===== src/rtl/io_input_ctrl.sv =====
// Operator input sequencer: stalls the core on IN, waits for a fresh confirm press,
// samples the switches and answers with a four-phase req/ack. IO_INPUT_TIMEOUT_EN adds a press timeout.
module io_input_ctrl #(
  parameter int unsigned SW_W     = 16,
  parameter bit          SIGN_EXT = 1'b0,
  parameter logic [31:0] TIMEOUT  = 32'd100000000
) (
  input  logic            clk,
  input  logic            rst_n,
  input  logic            in_req,
  input  logic            confirm,
  input  logic [SW_W-1:0] switches,
  output logic [31:0]     in_data,
  output logic            in_ack,
  output logic            halt,
  output logic            waiting,
  output logic            timed_out
);

  typedef enum logic [2:0] {
    S_IDLE,
    S_ARM,
    S_WAIT_PRESS,
    S_CAPTURE,
    S_ACK
  } state_t;

  state_t          state_q, state_d;
  logic            conf_q;
  logic [SW_W-1:0] sample_q, sample_d;
  logic [31:0]     in_data_q, in_data_d;
  logic [31:0]     ext_w;
  logic            conf_rise;

  assign conf_rise = confirm & ~conf_q;

  if (SW_W == 32) begin : g_full_width
    assign ext_w = sample_q;
  end else if (SIGN_EXT) begin : g_sign_ext
    assign ext_w = {{(32-SW_W){sample_q[SW_W-1]}}, sample_q};
  end else begin : g_zero_ext
    assign ext_w = {{(32-SW_W){1'b0}}, sample_q};
  end

`ifdef IO_INPUT_TIMEOUT_EN
  logic [31:0] cnt_q, cnt_d;
  logic        to_pend_q, to_pend_d;
  logic        timed_out_q, timed_out_d;
  logic        expired;

  assign expired = (cnt_q == TIMEOUT - 32'd1);
`endif

  always_comb begin
    state_d   = state_q;
    sample_d  = sample_q;
    in_data_d = in_data_q;
`ifdef IO_INPUT_TIMEOUT_EN
    cnt_d       = cnt_q;
    to_pend_d   = to_pend_q;
    timed_out_d = timed_out_q;
`endif
    case (state_q)
      S_IDLE: begin
        if (in_req) begin
          state_d = S_ARM;
`ifdef IO_INPUT_TIMEOUT_EN
          cnt_d       = '0;
          to_pend_d   = 1'b0;
          timed_out_d = 1'b0;
`endif
        end
      end
      S_ARM: begin
        // A press already held at request time must be released first.
        if (!in_req) begin
          state_d = S_IDLE;
`ifdef IO_INPUT_TIMEOUT_EN
        end else if (expired) begin
          state_d   = S_CAPTURE;
          sample_d  = '0;
          to_pend_d = 1'b1;
`endif
        end else if (!conf_q) begin
          state_d = S_WAIT_PRESS;
        end
`ifdef IO_INPUT_TIMEOUT_EN
        cnt_d = cnt_q + 32'd1;
`endif
      end
      S_WAIT_PRESS: begin
        if (!in_req) begin
          state_d = S_IDLE;
        end else if (conf_rise) begin
          state_d  = S_CAPTURE;
          sample_d = switches;
`ifdef IO_INPUT_TIMEOUT_EN
        end else if (expired) begin
          state_d   = S_CAPTURE;
          sample_d  = '0;
          to_pend_d = 1'b1;
`endif
        end
`ifdef IO_INPUT_TIMEOUT_EN
        cnt_d = cnt_q + 32'd1;
`endif
      end
      S_CAPTURE: begin
        if (!in_req) begin
          state_d = S_IDLE;
        end else begin
          state_d   = S_ACK;
          in_data_d = ext_w;
`ifdef IO_INPUT_TIMEOUT_EN
          timed_out_d = to_pend_q;
`endif
        end
      end
      S_ACK: begin
        if (!in_req) begin
          state_d = S_IDLE;
        end
      end
      default: state_d = S_IDLE;
    endcase
  end

  always_ff @(posedge clk or negedge rst_n) begin
    if (!rst_n) begin
      state_q   <= S_IDLE;
      conf_q    <= 1'b0;
      sample_q  <= '0;
      in_data_q <= '0;
    end else begin
      state_q   <= state_d;
      conf_q    <= confirm;
      sample_q  <= sample_d;
      in_data_q <= in_data_d;
    end
  end

`ifdef IO_INPUT_TIMEOUT_EN
  always_ff @(posedge clk or negedge rst_n) begin
    if (!rst_n) begin
      cnt_q       <= '0;
      to_pend_q   <= 1'b0;
      timed_out_q <= 1'b0;
    end else begin
      cnt_q       <= cnt_d;
      to_pend_q   <= to_pend_d;
      timed_out_q <= timed_out_d;
    end
  end

  assign timed_out = timed_out_q;
`else
  assign timed_out = 1'b0;
`endif

  // Outputs decode straight from state so reset clears them without waiting for a clock.
  assign in_data = in_data_q;
  assign in_ack  = (state_q == S_ACK);
  assign halt    = (state_q == S_ARM) || (state_q == S_WAIT_PRESS) || (state_q == S_CAPTURE);
  assign waiting = (state_q == S_ARM) || (state_q == S_WAIT_PRESS);

endmodule


===== config.mk =====
export PLATFORM = sky130hd
export DESIGN_NAME = io_input_ctrl
export DESIGN_NICKNAME = d
export VERILOG_FILES = /design/src/rtl/io_input_ctrl.sv
export SDC_FILE = /design/constraint.sdc
export NUM_CORES = 1
export LEC_CHECK = 0
export CAP_MARGIN = 20
export CORE_MARGIN = 2
export CORE_UTILIZATION = 47
export CTS_BUF_LIST = sky130_fd_sc_hd__clkbuf_4 sky130_fd_sc_hd__clkbuf_8 sky130_fd_sc_hd__clkbuf_16
export DETAILED_ROUTE_END_ITERATION = 7
export PLACE_DENSITY = 0.86
export RECOVER_POWER = 25
export SLEW_MARGIN = 20
export SYNTH_ARGS = -nofsm -noshare
export SYNTH_HDL_FRONTEND = slang
export SYNTH_SLANG_ARGS = --single-unit
export TNS_END_PERCENT = 30

===== constraint.sdc =====
create_clock -name clk -period 5.2 [get_ports clk]
set_input_delay 1.04 -clock clk [delete_from_list [all_inputs] [get_ports clk]]
set_output_delay 1.04 -clock clk [all_outputs]
set_load 0.01 [all_outputs]

==> metrics, run 1 <==
Vias/cell 4.62; total track usage 16.0%; max_cap viols 1; number of setup buffers added after CTS 0; Reg2Reg Depth 3; failing checks max-capacitance violations, max-slew violations; Hold Path End sample_q[5]; Vias 892; Critical Path AT 1.80 ns; P&R area growth vs syn 25.8%; initial antenna violation count 0; CTS max path bufs 2; cts hold-fix bufs 0; Final Hold Viols 0; DIE AREA 0.00379 mm2; vias in the first global route 924; I/O pins 56; TritonCTS Buffers 5; Core ar. 0.00310 mm2; Clock Latency Late Sink 0.33 ns; status finished, violations left; multi-input combinational cell area 548 um2; Setup-failing EPs final 0; reg2reg end sample_q[12]; CP Data Required Time 4.16 ns; Routed WL per cell 13.5 um; critical path type reg2out; register area 901 um2; cell area after synthesis 0.00156 mm2; top post-synthesis cells by area dfrtp_1 58%, mux2_2 16%, mux2_4 9.7%, buf_4 8.2%, buf_6 1.4%; post-layout min period 2.84 ns; critical path's largest stage delay 0.56 ns; Yosys reg bits 36; r2r setup slk 3.16 ns; WL final 2600 um; row cnt 20; Post-CTS Resized 0; DRT Pass-1 Iters 2; CTS clock-pin slew for the worst setup and hold paths 0.11 ns; DRC viols 0; hpwl dp 1870 um; ANT cells 0; Rel. slew slack -24.2%; crit path max fanout 8; share of cells above drive strength 1 27.5%; setup TNS 0 ns; CP Cell Sequence or2b_1, a21oi_1, clkdlybuf4s50_1; Initial Utilization 50.1%; share of the synthesized area in the top cell type 57.9%; Worst Tran Pin Value 1.86 ns; RSZ-0062 raised after global routing false; Startpoint Class flop; first-pass GRT wire length 4310 um; hold depth 1; post-synth cell types 20; worst r2r src state_q[2]; H-tree levels 2; DR iter-0 viols 3; Pleak 0.000964 uW; clock root cell clkbuf_4; Final nets 168; Mean Syn Cell Area 14.5 um2; Final period util 54.7%; fmax 352 MHz; CTS tree built; post-synthesis cell count 107; Top delay family on crit path buffers and inverters; hold_ws 0.513 ns; RePlAce Congestion 0.682; max-slew violation count 37; Routed Antenna Nets 0; Die Height 61.5 um; yosys warns 0; slowest CP cell clkdlybuf4s50_1; HP Start sample_q[5]; Chip Width 61.5 um; Pwr per Cell Area 369 mW/mm2; number of port buffers 38; worst hold path class reg2reg; # fillers 237; grt ovf 0; largest net degree at the start of global routing 37; Worst Path Buf+Inv 1; register area share after synthesis 57.9%; CTS Sinks 36; clk_skew 0.00746 ns; post-synth top area cell dfrtp_1; VDD IR max 225 uV; Crit. End Element output pin
sequential cells by signal, indices dropped and copies added (netlist names):
| name | count |
|---|---|
| conf_q | 1 |
| in_data | 16 |
| sample_q | 16 |
| state_q | 3 |
layout by cell type, fill, tap and decap left out, drive strengths merged:
cell type	instances
or4	1
dlygate4sd3	3
nand3	1
or2b	1
clkbuf	7
conb	17
a21oi	2
nand2	3
nand4b	1
a221oi	1
clkinv	2
nor3b	1
nand2b	2
dfrtp	36
clkdlybuf4s50	35
inv	2
nor2	2
mux2	32
synth_stat cells:
cell      instances
a21oi_1           2
a221oi_1          1
buf_2             1
buf_4            17
buf_6             2
clkbuf_1          1
conb_1            1
dfrtp_1          36
inv_1             1
inv_2             1
mux2_2           22
mux2_4           10
nand2_1           3
nand2b_1          2
nand3_1           1
nand4b_1          1
nor2_1            2
nor3b_1           1
or2b_1            1
or4_1             1
stage by stage:
step / setup WS [ns] / total power [uW] / instance area, um2 / utilization (%) / cells
2_1_floorplan: 2.92 / 477 / 1620 / - / 123
5_1_grt: 1.98 / 762 / 1960 / 63.1 / 193
4_1_cts: 2.35 / 729 / 1960 / 63.2 / 193
3_5_place_dp: 2.09 / 575 / 1900 / 61.2 / 185
6_report: 2.36 / 722 / 1960 / 63.1 / 193
3_3_place_gp: 2.13 / 566 / 1900 / 61.2 / 185
power by group:
| group | internal (uW) | total (uW) | leakage [uW] | switching (uW) |
|---|---|---|---|---|
| clock | 64.4 | 155 | 0.0000380 | 90.9 |
| combinational | 126 | 189 | 0.000454 | 63.2 |
| sequential | 342 | 378 | 0.000472 | 35.6 |
| total | 533 | 722 | 0.000964 | 190 |
per-layer routing:
metal  track usage [%]  vias to the layer above  part of all wire (%)
li1                  -                      412                     -
met1              21.3                      437                    45
met2              25.0                       38                    47
met3              5.25                        5                   6.7
met4              5.47                        0                   1.4
met5                 0                        -                     0
layout make-up:
class / instances / area share, %
multi-input combinational: 64 / 28.0
clock buffer: 6 / 2.62
tap: 44 / 2.81
inverter: 2 / 0.384
clock inverter: 2 / 0.512
timing repair buffer: 39 / 19.6
sequential: 36 / 46.0
cells by family after synthesis:
kind of cell           Yosys count  synth area share, %
flip-flops                      36                 57.9
multiplexers                    32                 25.6
buffers and inverters           23                 10.7
AND/OR/NAND/NOR                 12                 4.34
AO/OA/AOI/OAI                    3                 1.21
other                            1                0.241
worst max-delay path by stage:
| stage | start | endpoint | slack, ns | cells past startpoint |
|---|---|---|---|---|
| floorplan | in_req | sample_q[10] | 2.92 | 5 |
| global placement | in_req | sample_q[11] | 2.13 | 4 |
| detailed placement | in_req | sample_q[15] | 2.09 | 4 |
| CTS | state_q[0] | waiting | 2.35 | 3 |
| global route | rst_n | sample_q[12] | 1.98 | 2 |
| finish | state_q[0] | waiting | 2.36 | 3 |
Power figures use the tool's default switching activity.
==> run 2, diff against run 1 <==
- CORE_UTILIZATION: 47 -> 44
- PLACE_DENSITY: 0.86 -> 0.81
- clock period: 5.2 -> 2.7 ns (I/O delays scaled with it)
==> metrics, run 2 (synthesis gave the netlist of run 1 again) <==
CTS Sinks 36; cts hold-fix bufs 0; first-pass GRT wire length 4350 um; crit path max fanout 8; Startpoint Class flop; setup TNS 0 ns; Worst Tran Pin Value 1.82 ns; TritonCTS Buffers 5; share of cells above drive strength 1 29.1%; post-layout min period 2.28 ns; hpwl dp 1850 um; RePlAce Congestion 0.698; Vias/cell 4.53; max-slew violation count 37; Hold Path End in_data[5]; clock root cell clkbuf_4; DRC viols 0; Reg2Reg Depth 4; Vias 893; row cnt 21; most frequent cells in the layout 36 x dfrtp_1, 36 x clkdlybuf4s50_1, 22 x mux2_2; DR iter-0 viols 22; final worst slack 0.416 ns; CTS max path bufs 2; Clock Latency Late Sink 0.32 ns; Chip Width 63.5 um; Critical Path AT 1.74 ns; H-tree levels 2; hold depth 1; status finished, violations left; Post-CTS Resized 0; failing checks max-capacitance violations, max-slew violations; I/O pins 56; HP Start sample_q[5]; CTS clock-pin slew for the worst setup and hold paths 0.10 ns; DIE AREA 0.00403 mm2; grt ovf 0; Initial Utilization 46.2%; Routed WL per cell 12.9 um; ANT cells 0; Core ar. 0.00336 mm2; Final nets 171; WL final 2550 um; Final Hold Viols 0; VDD IR max 449 uV; initial antenna violation count 0; total track usage 14.2%; worst hold path class reg2reg; max_cap viols 1; Rel. slew slack -21.6%; vias in the first global route 951; post-placement setup slack 0.421 ns; Pwr per Cell Area 689 mW/mm2; multi-input combinational cell area 548 um2; RSZ-0062 raised after global routing false; clk_skew 0.00901 ns; r2r setup slk 0.94 ns; critical path type reg2out; Routed Antenna Nets 0; P&R area growth vs syn 26.5%; CTS tree built; number of setup buffers added after CTS 0; Final period util 84.6%; number of port buffers 38; Pwr Total 1360 uW; CP Data Required Time 2.16 ns; Die Height 63.5 um; DRT Pass-1 Iters 4; worst r2r src state_q[2]; reg2reg end sample_q[12]; largest net degree at the start of global routing 37; hold_ws 0.513 ns; fmax 438 MHz; register area 901 um2; Pleak 0.000969 uW; # fillers 275; Crit. End Element output pin; Setup-failing EPs final 0
## run 2: metal layers
metal	GRT usage [%]	up-vias	part of all wire (%)
met2	21.7	46	47
li1	-	414	-
met3	4.29	4	8.2
met5	0	-	0
met1	18.2	429	44
met4	7.34	0	1.1
## run 2: report_power, final
part	switching, uW	total, uW	leakage [uW]	internal [uW]
combinational	121	364	0.000466	243
clock	162	268	0.0000315	106
sequential	65.8	725	0.000472	659
total	349	1360	0.000969	1010
## run 2: layout make-up
class                      count  share of cell area [%]
timing repair buffer          42                    20.5
tap                           46                    2.92
inverter                       2                   0.381
multi-input combinational     64                    27.8
clock inverter                 1                   0.254
sequential                    36                    45.8
clock buffer                   6                    2.29
## run 2: worst max-delay path by stage
stage               startpoint      endpoint  slack [ns]  depth (start not counted)
floorplan               in_req  sample_q[10]        0.92                          5
global placement        in_req   sample_q[9]        0.41                          5
detailed placement      in_req  sample_q[12]        0.42                          5
CTS                 state_q[0]       waiting        0.40                          3
global route        state_q[0]       waiting        0.36                          3
finish              state_q[0]       waiting        0.42                          3
## run 2: critical path: stages, from the launching register on
cell             delay (ns)
dfrtp_1                0.46
or2b_1                 0.27
a21oi_1                0.13
clkdlybuf4s50_1        0.56
## run 2: through the flow
stage | util (%) | instance area, um2 | cells
final | 58.5 | 1970 | 197
after global routing | 58.5 | 1970 | 197
after CTS | 58.6 | 1970 | 197
after detailed placement | 57.1 | 1920 | 190
after global placement | 57.1 | 1920 | 190
after floorplan | - | 1620 | 123
==> run 3, diff against run 2 <==
- CORE_UTILIZATION: 44 -> 40
- PLACE_DENSITY: 0.81 -> 0.78
- clock period: 2.7 -> 2 ns (I/O delays scaled with it)
==> metrics, run 3 (synthesis gave the netlist of run 1 again) <==
status finished, final reports clean; uppermost layer routed met4; most frequent cells in the layout 35 x dfrtp_1, 34 x clkdlybuf4s50_1, 22 x mux2_2; worst hold path class reg2reg; slowest CP cell clkdlybuf4s50_1; hpwl dp 1890 um; switching power 490 uW; clk_skew 0.00234 ns; Critical Path AT 1.52 ns; Rel. slew slack 42.5%; critical path's largest stage delay 0.54 ns; Worst Setup SP state_q[1]; vias in the first global route 1030; Final nets 173; post-placement setup slack -0.133 ns; WL final 2660 um; Final Hold Viols 0; max-slew violation count 0; CP Cell Sequence buf_4, nor2_1, nor2_1, clkdlybuf4s50_1; worst r2r src state_q[2]; CTS clock-pin slew for the worst setup and hold paths 0.07 ns; Pwr per Cell Area 983 mW/mm2; CTS max path bufs 2; reg2reg end sample_q[14]; RSZ-0062 raised after global routing false; cts hold-fix bufs 0; Reg2Reg Depth 4; post-route core utilization 55.8%; clock root cell clkbuf_8; fmax 521 MHz; sequential group share of total power 48.6%; CP most frequent cell nor2_1; max_cap viols 0; DP Cell Count 193; M1 WL 1060 um; grt ovf 0; CP Data Required Time 1.60 ns; Pleak 0.00103 uW; Chip Width 66.4 um; crit path max fanout 5; Die Height 66.4 um; Worst Setup EP halt; CTS Sinks 36; DRT Pass-1 Iters 4; Initial Utilization 42.2%; RePlAce Congestion 0.663; critical path type reg2out; Crit. End Element output pin; Worst Tran Pin Value 0.863 ns; Startpoint Class flop; CTS tree built; share of cells above drive strength 1 31.8%; Core ar. 0.00369 mm2; Vias 935; first-pass GRT wire length 4510 um; DR iter-0 viols 10; VDD IR max 582 uV; Clock Latency Late Sink 0.28 ns; Final period util 95.9%; DRC viols 0; ANT cells 0; Vias/cell 4.63; largest net degree at the start of global routing 37; met3 wire len 217 um; H-tree levels 2; total track usage 13.9%; TritonCTS Buffers 5; Routed WL per cell 13.2 um; Comb pwr share 24.5%; P&R area growth vs syn 32.3%; r2r setup slk 0.23 ns; post-layout min period 1.92 ns; number of port buffers 38; Clock power frac 26.9%; non-filler instance count after layout 202; final worst slack 0.0818 ns; Routed Antenna Nets 0; Int Pwr 1530 uW; DIE AREA 0.00440 mm2; row cnt 22; metal2 WL 1330 um; initial antenna violation count 0; I/O pins 56; net switching share of the total power 24.2%; Setup-failing EPs final 0; commonest non-fill, non-tap cell in the layout dfrtp_1
-- run 3: changes by cell type in the layout (fill, tap and decap cells not counted), sizes merged --
cell	change
dlygate4sd2	+1
dlymetal6s2s	+1
dlygate4sd3	+1
buf	+1
clkbuf	+2
clkdlybuf4s50	-2
clkinv	-1
-- run 3: repair_timing --
action,CTS,global route
buffers inserted,1,0
resized for setup,3,1
endpoints found under the setup margin,2,1
-- run 3: how the worst min path moves through the flow --
stage	start	end	slack [ns]	depth (start not counted)
final	sample_q[1]	in_data[1]	0.50	1
after CTS	sample_q[1]	in_data[1]	0.51	1
after global routing	in_data[3]	in_data[3]	0.53	1
after global placement	sample_q[1]	sample_q[1]	0.49	1
after floorplan	rst_n	conf_q	0.10	0
after detailed placement	sample_q[10]	sample_q[10]	0.49	1
-- run 3: critical path, delay by kind of cell (launching register included) --
family	cells	cell delay [ns]
flops	1	0.44
buf+inv	2	0.69
simple gates	2	0.12
-- run 3: through the flow --
stage                     setup TNS (ns)  cell area [um2]  total power, uW  hold WS, ns
final                                  0             2060             2020        0.502
after global routing                   0             2060             2130        0.525
after CTS                              0             2060             2060        0.508
after detailed placement           -1.92             1950             1500        0.492
after global placement             -1.30             1950             1480        0.486
after floorplan                        0             1620             1240        0.104
-- run 3: layer usage --
metal,track usage [%],vias up
met3,4.26,6
met4,6.89,0
li1,-,423
met5,0,-
met2,23.6,45
met1,15.8,461
-- run 3: area by class of cell --
cell class / count / area [um2]
repair buffers: 44 / 437
inverters: 2 / 7.51
fillers: 342 / 1630
multi-input cells: 64 / 553
clock buffers: 8 / 97.6
flip-flops and latches: 36 / 902
well taps: 48 / 60.1
-- run 3: power groups by stage --
stage	sequential [uW]	combinational (uW)	clock, uW
floorplan	1010	229	0
global route	1000	538	591
CTS	985	506	566
global placement	986	492	0
detailed placement	993	504	0
finish	982	496	544
